`src/rtl/xadc_drp_responder.sv`:
```
// XADC stand-in for aux channel 15: timed conversion of sample_in with eoc, plus a DRP register port.
// Optional macro AVERAGE_EN: 4-sample averaging; result and eoc only on every 4th conversion.
module xadc_drp_responder #(
    parameter int unsigned CONV_CYCLES = 26,
    parameter int unsigned DRP_LATENCY = 2,
    parameter int unsigned EOC_WIDTH   = 4,
    parameter logic [15:0] TEMP_CODE   = 16'h9C40
) (
    input  logic        clk,
    input  logic        reset,
    input  logic        convst_in,
    input  logic [11:0] sample_in,
    input  logic        den_in,
    input  logic        dwe_in,
    input  logic [6:0]  daddr_in,
    input  logic [15:0] di_in,
    output logic [15:0] do_out,
    output logic        drdy_out,
    output logic        eoc_out,
    output logic        busy_out,
    output logic [4:0]  channel_out
);
    localparam int unsigned CC_W = $clog2(CONV_CYCLES + 1);
    localparam int unsigned DL_W = $clog2(DRP_LATENCY + 1);
    localparam int unsigned EW_W = $clog2(EOC_WIDTH + 1);
    localparam logic [6:0]  A_TEMP = 7'h00;
    localparam logic [6:0]  A_RES  = 7'h1F;
    localparam logic [6:0]  A_STAT = 7'h3F;

    typedef enum logic {C_IDLE, C_CONV} conv_state_t;
    typedef enum logic {D_IDLE, D_WAIT} drp_state_t;

    conv_state_t     r_cstate, w_cstate_nx;
    drp_state_t      r_dstate, w_dstate_nx;
    logic            r_convst_d;
    logic [CC_W-1:0] r_ccnt, w_ccnt_nx;
    logic [11:0]     r_sample, w_sample_nx;
    logic [15:0]     r_result, w_result_nx;
    logic            r_busy, w_busy_nx;
    logic [4:0]      r_channel, w_channel_nx;
    logic [EW_W-1:0] r_eoc_cnt, w_eoc_cnt_nx;
    logic            r_eoc, w_eoc_nx;
    logic            r_overrun, w_overrun_nx;
    logic            r_proto_err, w_proto_err_nx;
    logic [DL_W-1:0] r_dcnt, w_dcnt_nx;
    logic [6:0]      r_addr, w_addr_nx;
    logic            r_we, w_we_nx;
    logic [1:0]      r_clr, w_clr_nx;
    logic [15:0]     r_do, w_do_nx;
    logic            r_drdy, w_drdy_nx;
    logic            w_edge, w_ovr_set, w_perr_set, w_complete;
    logic [1:0]      w_clr;
    logic [15:0]     w_rd_data;
    logic            w_unused_di;
`ifdef AVERAGE_EN
    logic [13:0]     r_acc, w_acc_nx;
    logic [1:0]      r_phase, w_phase_nx;
    logic [13:0]     w_acc_sum;

    assign w_acc_sum = r_acc + 14'(r_sample);
`endif

    assign w_edge      = convst_in & ~r_convst_d;
    assign w_unused_di = ^{di_in[15:3], di_in[0]};

    // Conversion FSM and eoc stretch
    always_comb begin
        w_cstate_nx  = r_cstate;
        w_ccnt_nx    = r_ccnt;
        w_sample_nx  = r_sample;
        w_result_nx  = r_result;
        w_busy_nx    = r_busy;
        w_channel_nx = r_channel;
        w_eoc_cnt_nx = r_eoc_cnt;
        w_ovr_set    = 1'b0;
`ifdef AVERAGE_EN
        w_acc_nx     = r_acc;
        w_phase_nx   = r_phase;
`endif
        if (r_eoc_cnt != EW_W'(0)) w_eoc_cnt_nx = r_eoc_cnt - EW_W'(1);
        case (r_cstate)
            C_IDLE: begin
                if (w_edge) begin
                    w_sample_nx = sample_in;
                    w_ccnt_nx   = CC_W'(CONV_CYCLES - 1);
                    w_busy_nx   = 1'b1;
                    w_cstate_nx = C_CONV;
                end
            end
            C_CONV: begin
                w_ovr_set = w_edge;
                if (r_ccnt == CC_W'(0)) begin
                    w_busy_nx    = 1'b0;
                    w_channel_nx = 5'h1F;
                    w_cstate_nx  = C_IDLE;
`ifdef AVERAGE_EN
                    w_phase_nx = r_phase + 2'd1;
                    if (r_phase == 2'd3) begin
                        w_result_nx  = {w_acc_sum[13:2], 4'b0000};
                        w_acc_nx     = 14'd0;
                        w_eoc_cnt_nx = EW_W'(EOC_WIDTH);
                    end else begin
                        w_acc_nx = w_acc_sum;
                    end
`else
                    w_result_nx  = {r_sample, 4'b0000};
                    w_eoc_cnt_nx = EW_W'(EOC_WIDTH);
`endif
                end else begin
                    w_ccnt_nx = r_ccnt - CC_W'(1);
                end
            end
            default: w_cstate_nx = C_IDLE;
        endcase
        w_eoc_nx = (w_eoc_cnt_nx != EW_W'(0));
    end

    // DRP FSM; read data uses register values from before this edge
    always_comb begin
        w_dstate_nx = r_dstate;
        w_dcnt_nx   = r_dcnt;
        w_addr_nx   = r_addr;
        w_we_nx     = r_we;
        w_clr_nx    = r_clr;
        w_do_nx     = r_do;
        w_drdy_nx   = 1'b0;
        w_perr_set  = 1'b0;
        w_complete  = 1'b0;
        w_clr       = 2'b00;
        w_rd_data   = 16'h0000;
        case (r_dstate)
            D_IDLE: begin
                if (den_in) begin
                    if (r_drdy) begin
                        w_perr_set = 1'b1;
                    end else begin
                        w_addr_nx = daddr_in;
                        w_we_nx   = dwe_in;
                        w_clr_nx  = di_in[2:1];
                        if (DRP_LATENCY == 1) begin
                            w_complete = 1'b1;
                        end else begin
                            w_dcnt_nx   = DL_W'(DRP_LATENCY - 2);
                            w_dstate_nx = D_WAIT;
                        end
                    end
                end
            end
            D_WAIT: begin
                w_perr_set = den_in;
                if (r_dcnt == DL_W'(0)) begin
                    w_complete  = 1'b1;
                    w_dstate_nx = D_IDLE;
                end else begin
                    w_dcnt_nx = r_dcnt - DL_W'(1);
                end
            end
            default: w_dstate_nx = D_IDLE;
        endcase
        case (w_addr_nx)
            A_TEMP:  w_rd_data = TEMP_CODE;
            A_RES:   w_rd_data = r_result;
            A_STAT:  w_rd_data = {13'd0, r_proto_err, r_overrun, r_busy};
            default: w_rd_data = 16'h0000;
        endcase
        if (w_complete) begin
            w_drdy_nx = 1'b1;
            w_do_nx   = w_we_nx ? 16'h0000 : w_rd_data;
            if (w_we_nx && (w_addr_nx == A_STAT)) w_clr = w_clr_nx;
        end
    end

    // Sticky status: a same-cycle set beats a write-clear
    assign w_overrun_nx   = w_ovr_set  | (r_overrun   & ~w_clr[0]);
    assign w_proto_err_nx = w_perr_set | (r_proto_err & ~w_clr[1]);

    always_ff @(posedge clk) begin
        if (reset) begin
            r_cstate    <= C_IDLE;
            r_dstate    <= D_IDLE;
            r_convst_d  <= 1'b0;
            r_ccnt      <= '0;
            r_sample    <= '0;
            r_result    <= '0;
            r_busy      <= 1'b0;
            r_channel   <= '0;
            r_eoc_cnt   <= '0;
            r_eoc       <= 1'b0;
            r_overrun   <= 1'b0;
            r_proto_err <= 1'b0;
            r_dcnt      <= '0;
            r_addr      <= '0;
            r_we        <= 1'b0;
            r_clr       <= '0;
            r_do        <= '0;
            r_drdy      <= 1'b0;
`ifdef AVERAGE_EN
            r_acc       <= '0;
            r_phase     <= '0;
`endif
        end else begin
            r_cstate    <= w_cstate_nx;
            r_dstate    <= w_dstate_nx;
            r_convst_d  <= convst_in;
            r_ccnt      <= w_ccnt_nx;
            r_sample    <= w_sample_nx;
            r_result    <= w_result_nx;
            r_busy      <= w_busy_nx;
            r_channel   <= w_channel_nx;
            r_eoc_cnt   <= w_eoc_cnt_nx;
            r_eoc       <= w_eoc_nx;
            r_overrun   <= w_overrun_nx;
            r_proto_err <= w_proto_err_nx;
            r_dcnt      <= w_dcnt_nx;
            r_addr      <= w_addr_nx;
            r_we        <= w_we_nx;
            r_clr       <= w_clr_nx;
            r_do        <= w_do_nx;
            r_drdy      <= w_drdy_nx;
`ifdef AVERAGE_EN
            r_acc       <= w_acc_nx;
            r_phase     <= w_phase_nx;
`endif
        end
    end

    assign do_out      = r_do;
    assign drdy_out    = r_drdy;
    assign eoc_out     = r_eoc;
    assign busy_out    = r_busy;
    assign channel_out = r_channel;

endmodule

```
`config.mk`:
```
export PLATFORM = sky130hd
export DESIGN_NAME = xadc_drp_responder
export DESIGN_NICKNAME = d
export VERILOG_FILES = /design/src/rtl/xadc_drp_responder.sv
export SDC_FILE = /design/constraint.sdc
export NUM_CORES = 1
export LEC_CHECK = 0
export BUFFER_PORTS_ARGS = -buffer_cell sky130_fd_sc_hd__buf_2
export CAP_MARGIN = 20
export CORE_MARGIN = 8
export CORE_UTILIZATION = 45
export CTS_BUF_LIST = sky130_fd_sc_hd__clkbuf_8 sky130_fd_sc_hd__clkbuf_16
export DETAILED_ROUTE_END_ITERATION = 16
export PLACE_DENSITY = 0.73
export SKIP_CTS_REPAIR_TIMING = 1
export SYNTH_ARGS = -nofsm -noshare
export SYNTH_HDL_FRONTEND = slang
export SYNTH_SLANG_ARGS = --single-unit
```
`constraint.sdc`:
```
create_clock -name clk -period 1.8 [get_ports clk]
set_input_delay 0.09 -clock clk [delete_from_list [all_inputs] [get_ports clk]]
set_output_delay 0.09 -clock clk [all_outputs]
set_load 0.03 [all_outputs]
```
==> flow_metrics.env, run 1 <==
export IMPL_synth_edf_count=0
export IMPL_dr_pass1_iters=4
export IMPL_reg2reg_depth=5
export IMPL_cp_required_ps=2090
export IMPL_syn_instance_count=320
export IMPL_cp_max_fo=9
export IMPL_yosysTopAreaCell="dfxtp_1"
export IMPL_ys_types=44
export IMPL_initial_utilization_pct=47.1
export IMPL_max_stage_delay_ps=390
export IMPL_ys_flop_type="dfxtp_1"
export IMPL_synth_fp_nets=366
export IMPL_syn_area_mm2=0.00280
export IMPL_critical_path_class="reg -> reg"
export IMPL_setup_viol=0
export IMPL_vias=2357
export IMPL_wl_mm=6.13
export IMPL_synth_seq_cells=68
export IMPL_rsz0062_at_grt="false"
export IMPL_critical_path_slowest_cell="dfxtp_1"
export IMPL_die_area_mm2=0.00901
export IMPL_viasPerCell=5.15
export IMPL_clkPwrFrac_pct=38.7
export IMPL_finClkSkew_ps=8.57
export IMPL_path_clk_slew_ps=80
export IMPL_wl_per_cell_um=13.4
export IMPL_yosys_warnings=0
export IMPL_coreArea_mm2=0.00596
export IMPL_endpoint="do_out[0]"
export IMPL_die_y_um=94.9
export IMPL_critPathArrivalTime_ps=1990
export IMPL_drcViolationCount=0
export IMPL_clk_latency_ps=350
export IMPL_drtAntennaViolNets=0
export IMPL_gp_congestion=0.760
export IMPL_p_sw_share_pct=27.1
export IMPL_cts_tree="yes"
export IMPL_synth_avg_cell_area_um2=8.76
export IMPL_violations="hold timing"
export IMPL_min_path_type="in -> reg"
export IMPL_r2r_start="r_dstate"
export IMPL_period_share_pct=94.8
export IMPL_antenna_cells=0
export IMPL_cts_sinks=68
export IMPL_netlist_top_cells_area="dfxtp_1, nand2_1, a21oi_1, a22o_1, ha_1"
export IMPL_reg2reg_slack_ps=90
export IMPL_die_w_um=94.9
export IMPL_grt_use_total_pct=14.5
export IMPL_path_cells="or3b_1 > buf_4 > nand3b_1 > nor3_1 > a22o_1"
export IMPL_status="finished with violations"
export IMPL_grt_pass1_wl_mm=10.4
export IMPL_cts_root_buf="clkbuf_8"
export IMPL_grt_overflow_total=0
export IMPL_seq_area_mm2=0.00136
export IMPL_fill_cells=535
export IMPL_port_buffers=48
export IMPL_power_mw=3.64
export IMPL_fmax_mhz=586
export IMPL_ios=64
export IMPL_timing_rr_end="do_out[0]"
export IMPL_p_per_area_mw_per_mm2=1060
export IMPL_grt_max_degree=40
export IMPL_syn_to_final_growth_pct=22.7
export IMPL_seqPwrFrac_pct=45.6
export IMPL_hold_slack_ps=-23.9
export IMPL_finalCriticalPeriod_ps=1710
export IMPL_maxSlewHeadroom_pct=66.8
export IMPL_multi_input_area_mm2=0.00128
export IMPL_cellLeakagePower_nw=1.39
export IMPL_ctsLongestPathBuffers=2
export IMPL_p_int_mw=2.65
export IMPL_drive_gt1_share_pct=24.5
export IMPL_drt_iter0_markers=113
export IMPL_synthTopCellsByCount="nand2_1, dfxtp_1, a21oi_1"
export IMPL_synth_most_common_cell="nand2_1"
export IMPL_p_comb_share_pct=15.8
export IMPL_drv_cap=0
export IMPL_hpwl_mm=4.41
export IMPL_yosysTopAreaCellShare_pct=48.6
export IMPL_rows=28
export IMPL_worst_slew_pin_slew_ps=492
export IMPL_cts_buffers=9
export IMPL_critical_path_startpoint_type="register"
export IMPL_ys_async_sr_fraction_pct=0
export IMPL_hold_violations=4
export IMPL_irDropWorstVdd_mv=0.594
export IMPL_drv_slew=0
export IMPL_worstSetupEndpointType="register"
export IMPL_tns_ps=0
export IMPL_nets=424
export IMPL_grt_pass1_vias=2289
export IMPL_h_tree_depth=3
export IMPL_switching_power_mw=0.984
export IMPL_crit_start="r_dstate"
export IMPL_antenna_found_initial=0
export IMPL_synth_seq_area_share_pct=48.6
## power groups by stage
stage	clock, mW	combinational (mW)	sequential [mW]
global route	1.52	0.643	1.67
detailed placement	0	0.559	1.69
floorplan	0	0.398	1.71
finish	1.41	0.573	1.66
global placement	0	0.548	1.69
CTS	1.44	0.561	1.66
## final cells by class
cell class | count | share of cell area, %
flip-flops and latches | 68 | 39.6
multi-input cells | 219 | 37.4
repair buffers | 69 | 12.6
clock buffers | 10 | 4.00
well taps | 75 | 2.73
clock inverters | 6 | 2.51
inverters | 11 | 1.20
## kinds of logic (layout without fill, tap and decap cells)
family                   count (synthesis)  after routing  share of synthesized area, %
buffers and inverters                   33             96                          5.67
multiplexers                             3              3                          1.16
other                                    1              1                         0.134
adder cells (fa/ha/maj)                  6              6                          2.68
AO/OA/AOI/OAI                           78             78                          18.1
flip-flops                              68             68                          48.6
XOR/XNOR                                 4              4                          1.25
AND/OR/NAND/NOR                        127            127                          22.4
## registers in the layout (all words and copies together), names as in the netlist, 2 cells and up
| signal | flops |
|---|---|
| do_out | 15 |
| r_result | 12 |
| r_sample | 12 |
| r_addr | 7 |
| r_ccnt | 5 |
| r_eoc_cnt | 3 |
| r_clr | 2 |
| r_dcnt | 2 |
## cells in the final DEF (no fill, tap or decap), types with 3 or more instances in the layout
cell,Yosys,routed
inv_1,11,11
dlygate4sd3_1,0,9
nand3_1,5,5
a21oi_1,40,40
xor2_1,4,4
nand2_1,71,70
nor3_1,8,8
a22o_1,10,10
buf_4,7,11
buf_2,1,48
dfxtp_1,68,68
a211oi_1,6,6
nor2_1,19,19
ha_1,6,6
nor3_4,3,3
o21ai_1,5,5
clkbuf_8,0,10
a22oi_1,5,5
a211oi_2,5,5
## how the worst min path moves through the flow
stage                       from     endpoint  slack, ps  cells after the start
finish              sample_in[0]  r_sample[0]        -20                      3
global route        sample_in[0]  r_sample[0]          1                      3
CTS                 sample_in[3]  r_sample[3]        -40                      3
detailed placement  sample_in[3]  r_sample[3]        340                      3
global placement    sample_in[3]  r_sample[3]        330                      3
floorplan              convst_in   r_convst_d        220                      1
## per-layer routing
layer,share of wire (%),vias up,track usage [%]
met1,46,1089,17.1
met3,5.5,9,5.32
met4,1.7,0,6.89
li1,-,1213,-
met2,47,46,23.0
met5,0,-,0
## metrics by stage
| stage | hold slack (ps) | instance area, um2 | setup slack, ps | cells | utilization (%) |
|---|---|---|---|---|---|
| after CTS | -38.9 | 3350 | 96.0 | 449 | 56.2 |
| after floorplan | 218 | 2800 | 253 | 320 | - |
| final | -23.9 | 3440 | 93.7 | 458 | 57.7 |
| after global routing | 1.01 | 3440 | 20.1 | 458 | 57.7 |
| after global placement | 332 | 3120 | 175 | 433 | 52.4 |
| after detailed placement | 339 | 3120 | 120 | 433 | 52.4 |
## critical path: cells and delay by family, from the launching register on
family                 cells  cell delay [ps]
AOI/OAI and AO/OA          1              190
buffers and inverters      1              240
DFF                        1              390
and+or+nand+nor            3              840
Note: power is estimated with default switching activity, not from simulation.
==> inputs of run 2 (changes only) <==
--- a/config.mk
+++ b/config.mk
@@ -7,6 +7,7 @@
 export LEC_CHECK = 0
 export BUFFER_PORTS_ARGS = -buffer_cell sky130_fd_sc_hd__buf_2
 export CAP_MARGIN = 20
+export CORE_ASPECT_RATIO = 1.2
 export CORE_MARGIN = 8
 export CORE_UTILIZATION = 45
 export CTS_BUF_LIST = sky130_fd_sc_hd__clkbuf_8 sky130_fd_sc_hd__clkbuf_16
==> flow_metrics.env, run 2 (synthesis gave the netlist of run 1 again) <==
export IMPL_critical_path_startpoint_type="register"
export IMPL_cts_sinks=68
export IMPL_p_per_area_mw_per_mm2=1020
export IMPL_final_area_mm2=0.00339
export IMPL_setup_viol=0
export IMPL_max_stage_delay_ps=510
export IMPL_path_cells="inv_1 > ha_1 > or4b_4 > nor2_4 > buf_4 > nand2_1 > a21oi_1"
export IMPL_critPathArrivalTime_ps=1970
export IMPL_worstSetupEndpointType="register"
export IMPL_min_path_type="in -> reg"
export IMPL_place_ws_ps=38.4
export IMPL_wl_mm=5.95
export IMPL_routed_top_layer="met4"
export IMPL_drt_iter0_markers=115
export IMPL_reg2reg_slack_ps=100
export IMPL_layout_commonest_cell="nand2_1"
export IMPL_drtAntennaViolNets=0
export IMPL_clk_latency_ps=330
export IMPL_antenna_found_initial=0
export IMPL_largest_reg_flops=15
export IMPL_wl_met1_mm=2.63
export IMPL_holdPathEnd="r_sample[6]"
export IMPL_ios=64
export IMPL_dpl_instance_area_mm2=0.00310
export IMPL_drv_cap=0
export IMPL_grt_overflow_total=0
export IMPL_nets=423
export IMPL_critical_path_class="reg -> reg"
export IMPL_critPathTopFamily="simple AND/OR/NAND/NOR gates"
export IMPL_coreArea_mm2=0.00605
export IMPL_path_clk_slew_ps=70
export IMPL_grt_max_degree=31
export IMPL_multi_input_area_mm2=0.00129
export IMPL_grt_pass1_wl_mm=9.79
export IMPL_initial_utilization_pct=46.3
export IMPL_cts_tree="yes"
export IMPL_cellLeakagePower_nw=1.38
export IMPL_syn_to_final_growth_pct=21.1
export IMPL_critical_path_slowest_cell="or4b_4"
export IMPL_port_buffers=48
export IMPL_timing_rr_end="r_result[12]"
export IMPL_r2r_start="r_ccnt[0]"
export IMPL_maxSlewHeadroom_pct=47.8
export IMPL_drcViolationCount=0
export IMPL_ctsLongestPathBuffers=2
export IMPL_grt_use_total_pct=13.8
export IMPL_crit_buf_inv=2
export IMPL_drive_gt1_share_pct=24.2
export IMPL_wl_met3_um=325
export IMPL_grt_pass1_vias=2223
export IMPL_hold_slack_ps=5.61
export IMPL_antenna_cells=0
export IMPL_finClkSkew_ps=6.12
export IMPL_cts_root_buf="clkbuf_8"
export IMPL_die_area_mm2=0.00902
export IMPL_gp_congestion=0.772
export IMPL_rows=31
export IMPL_worst_slew_pin_slew_ps=784
export IMPL_reg2reg_depth=7
export IMPL_fin_util_pct=56.1
export IMPL_die_w_um=88.0
export IMPL_fill_cells=577
export IMPL_final_cell_mix="nand2_1, dfxtp_1, buf_2"
export IMPL_fin_ws_ps=97.0
export IMPL_hold_violations=0
export IMPL_hold_depth=3
export IMPL_dr_pass1_iters=4
export IMPL_tns_ps=0
export IMPL_cts_buffers=9
export IMPL_h_tree_depth=3
export IMPL_period_share_pct=94.6
export IMPL_hpwl_mm=4.34
export IMPL_wl_met2_mm=2.89
export IMPL_viasPerCell=5.11
export IMPL_drv_slew=0
export IMPL_irDropWorstVdd_mv=0.405
export IMPL_hp_start="sample_in[6]"
export IMPL_status="finished clean"
export IMPL_seq_area_mm2=0.00136
export IMPL_cp_max_fo=9
export IMPL_finalCriticalPeriod_ps=1700
export IMPL_die_y_um=102
export IMPL_cp_required_ps=2070
export IMPL_wl_per_cell_um=12.9
export IMPL_fmax_mhz=587
export IMPL_vias=2359
-- run 2: cell count changes in the layout (fill, tap and decap cells not counted), sizes merged --
cell / before / now
clkinvlp: 1 / 0
clkbuf: 10 / 11
bufinv: 2 / 1
clkinv: 2 / 1
dlygate4sd3: 9 / 8
-- run 2: where the power goes --
group	total, mW	leakage, nW	internal (mW)	switching [mW]
sequential	1.66	0.554	1.59	0.0655
clock	1.21	0.102	0.693	0.517
combinational	0.577	0.719	0.236	0.341
total	3.45	1.38	2.52	0.924
-- run 2: worst max path at each step --
stage,cells past startpoint,from,end
5_1_grt,7,r_ccnt[0],r_result[6]
3_5_place_dp,6,r_ccnt[0],r_result[12]
2_1_floorplan,5,drdy_out,do_out[10]
4_1_cts,6,r_ccnt[0],r_result[12]
6_report,7,r_ccnt[0],r_result[12]
3_3_place_gp,6,r_ccnt[0],eoc_out
-- run 2: stage by stage --
stage          total power [mW]  std cells
6_report                   3.45        462
5_1_grt                    3.61        462
4_1_cts                    3.47        452
3_5_place_dp               2.25        438
3_3_place_gp               2.22        438
2_1_floorplan              2.11        320
-- run 2: final cells by class --
| type | instances | area share [%] |
|---|---|---|
| clock buffer | 11 | 4.46 |
| clock inverter | 3 | 1.14 |
| inverter | 11 | 1.22 |
| multi-input combinational | 219 | 38.0 |
| sequential | 68 | 40.1 |
| tap | 82 | 3.02 |
| timing repair buffer | 68 | 12.1 |
-- run 2: worst register-to-register path: stages, from the launching register on --
cell and delay (ps):
dfxtp_1 350, inv_1 90, ha_1 180, or4b_4 510
nor2_4 140, buf_4 170, nand2_1 80, a21oi_1 120
-- run 2: layer usage --
metal  vias up  global-route usage [%]
met2        49                    23.1
met5         -                       0
met3         8                    4.18
li1       1212                       -
met4         0                    7.56
met1      1090                    15.3
==> inputs of run 3 (changes only) <==
--- a/config.mk
+++ b/config.mk
@@ -5,6 +5,7 @@
 export SDC_FILE = /design/constraint.sdc
 export NUM_CORES = 1
 export LEC_CHECK = 0
+export ABC_AREA = 1
 export BUFFER_PORTS_ARGS = -buffer_cell sky130_fd_sc_hd__buf_2
 export CAP_MARGIN = 20
 export CORE_ASPECT_RATIO = 1.2
@@ -12,7 +13,7 @@
 export CORE_UTILIZATION = 45
 export CTS_BUF_LIST = sky130_fd_sc_hd__clkbuf_8 sky130_fd_sc_hd__clkbuf_16
 export DETAILED_ROUTE_END_ITERATION = 16
-export PLACE_DENSITY = 0.73
+export PLACE_DENSITY = 0.74
 export SKIP_CTS_REPAIR_TIMING = 1
 export SYNTH_ARGS = -nofsm -noshare
 export SYNTH_HDL_FRONTEND = slang
==> flow_metrics.env, run 3 <==
export IMPL_vias=2423
export IMPL_hold_violations=2
export IMPL_grt_max_degree=47
export IMPL_seqPwrFrac_pct=46.4
export IMPL_p_int_mw=2.63
export IMPL_syn_instance_count=362
export IMPL_grt_pass1_wl_mm=10.3
export IMPL_cp_required_ps=2070
export IMPL_gp_congestion=0.754
export IMPL_cellLeakagePower_nw=1.58
export IMPL_largest_reg_flops=15
export IMPL_hpwl_mm=4.10
export IMPL_yosys_warnings=0
export IMPL_critical_path_slowest_cell="dfxtp_1"
export IMPL_irDropWorstVdd_mv=0.562
export IMPL_min_path_type="in -> reg"
export IMPL_synth_avg_cell_area_um2=7.64
export IMPL_wl_mm=6.29
export IMPL_nets=464
export IMPL_max_stage_delay_ps=320
export IMPL_dr_pass1_iters=5
export IMPL_coreArea_mm2=0.00597
export IMPL_grt_use_total_pct=14.9
export IMPL_critPathArrivalTime_ps=1900
export IMPL_wl_per_cell_um=12.5
export IMPL_maxSlewHeadroom_pct=61.9
export IMPL_die_y_um=102
export IMPL_tns_ps=0
export IMPL_r2r_start="r_dcnt[0]"
export IMPL_antenna_found_initial=0
export IMPL_port_buffers=48
export IMPL_syn_area_mm2=0.00277
export IMPL_ctsLongestPathBuffers=2
export IMPL_fmax_mhz=613
export IMPL_path_cells="inv_1 > ha_1 > nand3_1 > inv_1 > nand2_1 > nor2_4 > buf_4 > nand3_1 > a21oi_1"
export IMPL_clk_latency_ps=350
export IMPL_p_comb_share_pct=14.9
export IMPL_h_tree_depth=3
export IMPL_ios=64
export IMPL_netlist_top_cells_area="dfxtp_1, nand2_1, a21oi_1, nor2_1, nand3_1"
export IMPL_synth_seq_cells=68
export IMPL_syn_to_final_growth_pct=22.5
export IMPL_violations="hold timing"
export IMPL_synth_seq_area_share_pct=49.2
export IMPL_cts_tree="yes"
export IMPL_synth_most_common_cell="nand2_1"
export IMPL_cts_buffers=9
export IMPL_worstSetupEndpointType="register"
export IMPL_hold_slack_ps=-15.6
export IMPL_drive_gt1_share_pct=19.4
export IMPL_critical_path_startpoint_type="register"
export IMPL_status="finished with violations"
export IMPL_setup_viol=0
export IMPL_initial_utilization_pct=46.3
export IMPL_switching_power_mw=0.973
export IMPL_path_clk_slew_ps=70
export IMPL_drt_iter0_markers=121
export IMPL_synth_edf_count=0
export IMPL_drcViolationCount=0
export IMPL_drv_slew=0
export IMPL_crit_start="r_dcnt[0]"
export IMPL_die_area_mm2=0.00892
export IMPL_final_cell_mix="nand2_1, dfxtp_1, buf_2"
export IMPL_drv_cap=0
export IMPL_antenna_cells=0
export IMPL_ys_async_sr_fraction_pct=0
export IMPL_ys_types=30
export IMPL_synthTopCellsByCount="nand2_1, dfxtp_1, nor2_1"
export IMPL_finalCriticalPeriod_ps=1630
export IMPL_yosysTopAreaCellShare_pct=49.2
export IMPL_cp_max_fo=7
export IMPL_clkPwrFrac_pct=38.7
export IMPL_drtAntennaViolNets=0
export IMPL_die_w_um=87.6
export IMPL_finClkSkew_ps=7.32
export IMPL_viasPerCell=4.80
export IMPL_rows=31
export IMPL_fin_util_pct=56.7
export IMPL_cts_sinks=68
export IMPL_ys_flop_type="dfxtp_1"
export IMPL_hp_start="sample_in[5]"
export IMPL_power_mw=3.60
export IMPL_worst_slew_pin_slew_ps=571
export IMPL_period_share_pct=90.7
export IMPL_critical_path_class="reg -> reg"
export IMPL_grt_pass1_vias=2363
export IMPL_synth_fp_nets=408
export IMPL_p_sw_share_pct=27.0
export IMPL_p_per_area_mw_per_mm2=1060
export IMPL_cts_root_buf="clkbuf_8"
export IMPL_yosysTopAreaCell="dfxtp_1"
export IMPL_fin_ws_ps=168
export IMPL_place_ws_ps=141
export IMPL_grt_overflow_total=0
export IMPL_layout_commonest_cell="nand2_1"
run 3: cell types whose count changed after synthesis, moves of 6 or more:
cell / change
a211oi_1: -6
nand3_1: +27
inv_1: +25
a22o_1: -10
a21oi_1: -6
nand2_1: +6
nor2_1: +25
o21ai_0: +15
run 3: logic make-up after synthesis:
| family | after synthesis | synth area share [%] |
|---|---|---|
| fa+ha+maj | 6 | 2.71 |
| other cells | 1 | 0.136 |
| flops | 68 | 49.2 |
| simple gates | 168 | 26.4 |
| buf+inv | 58 | 9.50 |
| xor+xnor | 1 | 0.317 |
| compound gates | 60 | 11.8 |
run 3: power groups by stage:
stage / Clock [mW] / Sequential [mW] / Combinational (mW)
2_1_floorplan: 0 / 1.73 / 0.367
5_1_grt: 1.48 / 1.68 / 0.611
4_1_cts: 1.42 / 1.67 / 0.518
3_5_place_dp: 0 / 1.70 / 0.511
6_report: 1.39 / 1.67 / 0.537
3_3_place_gp: 0 / 1.70 / 0.494
run 3: cell type report:
cell class,instances,area [um2]
fillers,585,2580
repair buffers,67,413
clock inverters,6,87.6
inverters,36,135
clock buffers,10,138
flip-flops and latches,68,1360
well taps,82,103
multi-input cells,236,1150
run 3: path summary, 6_finish.rpt:
check	endpoint	slack, ps	cells past startpoint
worst max-delay path	do_out[7]	170	9
worst min-delay path	r_sample[5]	-20	3
worst max register to register	do_out[7]	170	9
worst min register to register	r_dcnt[0]	460	1
run 3: stage by stage:
step / instances / cell area, um2
6_report: 505 / 3390
5_1_grt: 505 / 3390
4_1_cts: 493 / 3260
3_5_place_dp: 477 / 3030
3_3_place_gp: 477 / 3030
2_1_floorplan: 362 / 2770
run 3: worst max-delay path: cells and delay by family (launching register included):
kind            cells  cell delay (ps)
fa+ha+maj           1              230
simple gates        4              530
buf+inv             3              340
flops               1              320
compound gates      1              140
run 3: routing by layer:
metal,GRT usage [%],part of all wire [%],up-vias
met4,6.50,1.4,0
met2,26.6,50,65
met5,0,0,-
met3,5.95,6.4,5
met1,14.9,42,1093
li1,-,-,1260
